--- src/rtl/unidade_despacho_param.sv ---
// Tomasulo issue/dispatch unit: owns the register-status table and the station busy mask,
// resolves source operands (with same-cycle CDB bypass) and issues to the lowest free station.
module unidade_despacho_param #(
  parameter int              DATA_W   = 16,
  parameter int              NUM_REGS = 8,
  parameter int              NUM_RS   = 4,
  parameter int              TAG_W    = 3,
  parameter logic [DATA_W-1:0] VAL_NONE = 16'hFFF0
) (
  input  logic                         Clock,
  input  logic                         Reset,
  input  logic                         Instr_Valid,
  input  logic [15:0]                  Instr,
  output logic                         Instr_Ready,
  input  logic [NUM_REGS*DATA_W-1:0]   Reg_Data,
  input  logic                         Cdb_Valid,
  input  logic [TAG_W-1:0]             Cdb_Tag,
  input  logic [DATA_W-1:0]            Cdb_Data,
  input  logic [NUM_RS-1:0]            Rs_Release,
  output logic                         Disp_Valid,
  output logic [NUM_RS-1:0]            Disp_Rs_Sel,
  output logic [2:0]                   Disp_Op,
  output logic [DATA_W-1:0]            Vj,
  output logic [DATA_W-1:0]            Vk,
  output logic [TAG_W-1:0]             Qj,
  output logic [TAG_W-1:0]             Qk,
  output logic [NUM_REGS*TAG_W-1:0]    Qi_Status
);

  logic [TAG_W-1:0]  qi [NUM_REGS];
  logic [DATA_W-1:0] reg_arr [NUM_REGS];
  logic [NUM_RS-1:0] busy;

  logic [2:0] op_f, ri_f, rj_f, rk_f;
  logic       unused_instr_bits;

  assign op_f = Instr[15:13];
  assign ri_f = Instr[12:10];
  assign rj_f = Instr[9:7];
  assign rk_f = Instr[5:3];
  assign unused_instr_bits = ^{Instr[6], Instr[2:0]};

  always_comb begin
    for (int r = 0; r < NUM_REGS; r++) begin
      reg_arr[r]                    = Reg_Data[r*DATA_W +: DATA_W];
      Qi_Status[r*TAG_W +: TAG_W]   = qi[r];
    end
  end

  // Lowest-index free station, judged on the pre-edge busy mask only.
  logic [NUM_RS-1:0] sel_oh;
  logic [TAG_W-1:0]  sel_tag;
  logic              found;

  always_comb begin
    sel_oh  = '0;
    sel_tag = '0;
    found   = 1'b0;
    for (int i = 0; i < NUM_RS; i++) begin
      if (!busy[i] && !found) begin
        found     = 1'b1;
        sel_oh[i] = 1'b1;
        sel_tag   = TAG_W'(i + 1);
      end
    end
  end

  assign Instr_Ready = !Reset && found;

  logic accept;
  assign accept = Instr_Valid && Instr_Ready;

  logic [TAG_W-1:0]  src_qj, src_qk, res_qj, res_qk;
  logic [DATA_W-1:0] res_vj, res_vk;

  assign src_qj = qi[rj_f];
  assign src_qk = qi[rk_f];

  // A nonzero tag can only match a nonzero Cdb_Tag, so tag 0 never bypasses.
  always_comb begin
    res_vj = VAL_NONE;
    res_qj = src_qj;
    if (src_qj == '0) begin
      res_vj = reg_arr[rj_f];
      res_qj = '0;
    end else if (Cdb_Valid && src_qj == Cdb_Tag) begin
      res_vj = Cdb_Data;
      res_qj = '0;
    end
  end

  always_comb begin
    res_vk = VAL_NONE;
    res_qk = src_qk;
    if (src_qk == '0) begin
      res_vk = reg_arr[rk_f];
      res_qk = '0;
    end else if (Cdb_Valid && src_qk == Cdb_Tag) begin
      res_vk = Cdb_Data;
      res_qk = '0;
    end
  end

  always_ff @(posedge Clock) begin
    if (Reset) begin
      for (int r = 0; r < NUM_REGS; r++) qi[r] <= '0;
      busy        <= '0;
      Disp_Valid  <= 1'b0;
      Disp_Rs_Sel <= '0;
      Disp_Op     <= '0;
      Vj          <= VAL_NONE;
      Vk          <= VAL_NONE;
      Qj          <= '0;
      Qk          <= '0;
    end else begin
      busy <= (busy & ~Rs_Release) | (accept ? sel_oh : '0);

      // Destination tagging wins over a CDB clear of the same register.
      for (int r = 0; r < NUM_REGS; r++) begin
        if (accept && ri_f == 3'(r))
          qi[r] <= sel_tag;
        else if (Cdb_Valid && Cdb_Tag != '0 && qi[r] == Cdb_Tag)
          qi[r] <= '0;
      end

      Disp_Valid  <= accept;
      Disp_Rs_Sel <= accept ? sel_oh : '0;
      if (accept) begin
        Disp_Op <= op_f;
        Vj      <= res_vj;
        Vk      <= res_vk;
        Qj      <= res_qj;
        Qk      <= res_qk;
      end
    end
  end

endmodule
--- config.mk ---
export PLATFORM = sky130hd
export DESIGN_NAME = unidade_despacho_param
export DESIGN_NICKNAME = d
export VERILOG_FILES = /design/src/rtl/unidade_despacho_param.sv
export SDC_FILE = /design/constraint.sdc
export NUM_CORES = 1
export LEC_CHECK = 0
export ABC_AREA = 1
export BUFFER_PORTS_ARGS = -buffer_cell sky130_fd_sc_hd__buf_4
export CAP_MARGIN = 20
export CORE_ASPECT_RATIO = 1.25
export CORE_MARGIN = 4
export CORE_UTILIZATION = 46
export CTS_CLUSTER_SIZE = 12
export DETAILED_ROUTE_END_ITERATION = 10
export PLACE_DENSITY = 0.78
export SETUP_SLACK_MARGIN = 0.05
export SYNTH_ARGS = -nofsm -noshare
export SYNTH_HDL_FRONTEND = slang
export SYNTH_SLANG_ARGS = --single-unit
--- constraint.sdc ---
create_clock -name Clock -period 1.6 [get_ports Clock]
set_input_delay 0.24 -clock Clock [delete_from_list [all_inputs] [get_ports Clock]]
set_output_delay 0.24 -clock Clock [all_outputs]
set_load 0.05 [all_outputs]
[Yosys cells after proc, flatten, opt, wreduce, memory -nomap -nowiden]
Memories as Yosys holds them, arrays and structs flattened.
Index checks and enable logic that the tools add are counted.
Word-level totals
  bits of input ports: 171
  bits in registers: 50
  memories: 1
  output and inout port bits: 71
  memory bits (writable): 24
Cells by class
  magnitude comparators: 2
  equal/unequal tests: 17
  reduce and logical (&&, ||, !) cells: 34
  bitwise operators: 21
  mux-type cells: 100
Memories
  qi: depth 8, bits a word 3, read ports 10, clocked after memory_dff 0, wr ports 8, RTL line 30  | logic [TAG_W-1:0] qi [NUM_REGS];
Operators with widths (number)
  two-way mux 16 bit: 8
  binary-select mux 16 bit (select 3 bit): 2
  two-way mux 3 bit: 23
  two-way mux 1 bit: 66
  equality test 3 bit: 10
  logical AND 1 bit: 24
  OR 1 bit: 16
  equality test 3 bit, second input constant: 4
  zero test 3 bit: 3
  >= comparator 4 bit, second input constant: 2
  NOT 3 -> 4 bit: 2
  equality test 3 x 2 -> 1 bit, second input constant: 2
  zero test 1 bit: 6
  AND 4 bit: 1
  two-way mux 4 bit: 1
  NOT 4 bit: 1
  OR 4 bit: 1
  equality test 3 x 1 -> 1 bit, second input constant: 1
  nonzero test 3 bit: 1

[Longest topological paths before layout]
  word-level depth: 17
  gate-level depth with buffers: 14
  gate-level depth less buffers: 11

[Least setup slack after synthesis]
Ideal clock, no wire load.
  path type: reg2reg
  start: mem qi[3][1]
  end: reg Vj[12]
  stages on the path, launching flop included: 13
  clock period less this slack: 1.853 ns
  path slack: -0.253 ns
  data arrival time: 1.719 ns
  data required time: 1.466 ns
  buffers on the path: 1
  cells stage by stage: edfxtp_1 -> inv_1 -> nand2_1 -> nand3_1 -> nand3_1 -> nand2_2 -> nand2_1 -> nand2_1 -> nor2_4 -> buf_6 -> nand3_1 -> nand3_1 -> nand3_1
RTL lines
  start: declaration: RTL line 30
  end signal: assignment: RTL line 130  | Vj <= res_vj;
  end: declaration: RTL line 23  | output logic [DATA_W-1:0] Vj,

==> impl_metrics.env <==
export IMPL_cts_tree="built"
export IMPL_whs_ps=68.7
export IMPL_grt_max_degree=45
export IMPL_drt_antenna_violating_nets=0
export IMPL_netlist_area_mm2=0.00660
export IMPL_seq_area_frac_synth_pct=26.1
export IMPL_wl_per_cell_um=18.8
export IMPL_fillers=1041
export IMPL_layout_common_cells="buf_4 (355), o21ai_0 (199), nand2_1 (162)"
export IMPL_hp_class="in2reg"
export IMPL_timing_setup_critical_path_class="reg2reg"
export IMPL_period_share_pct=110
export IMPL_syn_avg_cell_area_um2=6.07
export IMPL_htree_levels=3
export IMPL_placed_area_mm2=0.00928
export IMPL_ios=242
export IMPL_coreArea_mm2=0.0139
export IMPL_powerDensity_mw_per_mm2=710
export IMPL_final_cells=1589
export IMPL_drt_total_wl_mm=29.9
export IMPL_grt_pass1_vias=8593
export IMPL_fin_nets=1580
export IMPL_synth_seq_cells=74
export IMPL_drc=0
export IMPL_fin_ws_ps=-157
export IMPL_hp_start="Reset"
export IMPL_grt_overflow_total=0
export IMPL_leakagePower_uw=0.00515
export IMPL_grt_pass1_wl_mm=43.0
export IMPL_synth_distinct_cells=35
export IMPL_holdPathStages=2
export IMPL_rrSetupSlack_ps=-160
export IMPL_setup_viol=41
export IMPL_max_stage_delay_ps=380
export IMPL_worst_path_max_fanout=8
export IMPL_reg2reg_to="Vj[15]"
export IMPL_cp_start_kind="flip-flop"
export IMPL_drt_first_iter_violations=1067
export IMPL_antenna_found_initial=0
export IMPL_die_area_mm2=0.0163
export IMPL_fin_crit_ps=1760
export IMPL_rsz0062_at_grt="yes"
export IMPL_crit_chain="inv_2, nand2_1, nand3_2, nand3_4, nand2_4, nand2_2, nand2_2, nor2_4, clkbuf_16, nand3_1, nand3_1, nand3_1"
export IMPL_final_area_mm2=0.0107
export IMPL_path_buf_inv=2
export IMPL_r2r_start="qi[1][1]"
export IMPL_chipHeight_um=142
export IMPL_cts_hold_buffers=0
export IMPL_multi_input_area_mm2=0.00471
export IMPL_required_ps=1800
export IMPL_cp_end_kind="flip-flop"
export IMPL_place_congestion=0.998
export IMPL_cts_sinks=74
export IMPL_cts_buffers=9
export IMPL_syn_nets=1257
export IMPL_slew_viol_final=0
export IMPL_drt_vias_per_instance=5.79
export IMPL_relSlewSlack_pct=67.4
export IMPL_fmax_mhz=569
export IMPL_placementRows=48
export IMPL_diodes=0
export IMPL_cp_slowest_cell="edfxtp_1"
export IMPL_port_buffers=237
export IMPL_holdPathEnd="busy[2]"
export IMPL_p_total_uw=7620
export IMPL_place_hpwl_mm=21.1
export IMPL_hold_violations=0
export IMPL_drive_above_1_share_pct=42.1
export IMPL_drt_pre_antenna_iters=7
export IMPL_arrival_ps=1960
export IMPL_clock_path_buffers=2
export IMPL_grt_use_total_pct=33.0
export IMPL_tightest_slew_ps=489
export IMPL_final_common_cell="buf_4"
export IMPL_clockRootBuffer="clkbuf_16"
export IMPL_cts_clk_slew_worst_paths_ps=70
export IMPL_seq_area_mm2=0.00172
export IMPL_violations="negative setup slack"
export IMPL_status="finished with violations"
export IMPL_die_w_um=115
export IMPL_place_ws_ps=-183
export IMPL_ys_warn_count=0
export IMPL_ff2ff_path_depth=12
export IMPL_drv_cap=0
export IMPL_ir_drop_mv=0.715
export IMPL_worstSkewPairLatency_ps=340
export IMPL_synthesis_instances=1086
export IMPL_area_growth_pct=62.7
export IMPL_vias=9203
export IMPL_start_util_pct=47.3
export IMPL_path_delay_family="simple AND/OR/NAND/NOR gates"
export IMPL_clock_skew_final_ps=5.07
export IMPL_path_common_cell="nand3_1"
export IMPL_dp_cells=1539
-- through the flow --
step | util, % | setup TNS, ps
floorplan | - | -7220
finish | 77.0 | -2280
global placement | 66.6 | -5030
global route | 77.0 | -6670
CTS | 72.0 | -175
detailed placement | 66.6 | -7290
-- logic make-up (layout without fill, tap and decap cells) --
group                     count (synthesis)  in the layout  synth area share (%)
xor gates and xnor gates                 19             19                  2.52
and+or+nand+nor                         481            481                  33.3
buffers and inverters                   200            528                  13.5
DFF                                      74             74                  26.1
AOI/OAI and AO/OA                       312            312                  24.7
-- worst max-delay path by stage --
stage	start	to	slack, ps	cells after the start
final	qi[1][1]	Vj[15]	-160	12
after global routing	qi[3][1]	Vj[11]	-250	12
after CTS	qi[4][1]	Vk[8]	-20	12
after detailed placement	busy[2]	qi[7][2]	-180	11
after global placement	Instr[7]	Vj[13]	-170	10
after floorplan	qi[7][1]	Vj[12]	-230	12
-- timing repair --
action	in CTS	in global routing
setup buffers	16	14
pin swaps	23	45
gates cloned	1	5
gates resized for setup	77	126
setup endpoints to repair	81	81
-- power breakdown --
part | switching [µW] | leakage [µW] | internal [µW]
combinational | 1860 | 0.00432 | 1310
clock | 899 | 0.000163 | 1420
sequential | 73.0 | 0.000662 | 2060
total | 2840 | 0.00515 | 4780
-- synth_stat cells, drive strengths merged --
| cell | number | area share (%) |
|---|---|---|
| a21oi | 79 | 6.0 |
| buf | 38 | 4.2 |
| clkbuf | 41 | 2.3 |
| clkinv | 1 | 0.057 |
| dfxtp | 50 | 15 |
| edfxtp | 24 | 11 |
| inv | 120 | 6.9 |
| nand2 | 218 | 13 |
| nand3 | 138 | 12 |
| nand3b | 8 | 0.91 |
| nand4 | 9 | 0.85 |
| nor2 | 104 | 6.6 |
| nor3 | 3 | 0.23 |
| o2111ai | 1 | 0.13 |
| o211ai | 4 | 0.46 |
| o21a | 2 | 0.23 |
| o21ai | 202 | 15 |
| o221ai | 5 | 0.66 |
| o22ai | 17 | 1.6 |
| o311ai | 1 | 0.13 |
| o31ai | 1 | 0.11 |
| or2 | 1 | 0.095 |
| xnor2 | 18 | 2.4 |
| xor2 | 1 | 0.13 |
-- per-layer routing --
layer / global-route usage (%) / vias up / wire length [µm]
met2: 58.1 / 561 / 15200
met5: 0 / - / 0
met4: 18.7 / 0 / 1990
li1: - / 4275 / -
met3: 4.05 / 129 / 2630
met1: 38.1 / 4238 / 10100
-- flip-flops by register name, summed over array words and instances, names as in the netlist --
register     cells
Disp_Op          3
Disp_Rs_Sel      4
Disp_Valid       1
Qj               3
Qk               3
Vj              16
Vk              16
busy             4
qi              24
-- final cells by class --
cell class                 instances  area share, %
clock buffer                      11           2.56
clock inverter                     5          0.594
inverter                         121           4.37
multi-input combinational        812           43.9
sequential                        74           16.1
tap                              175           2.04
timing repair buffer             391           30.5
(Power assumes the default switching activity.)
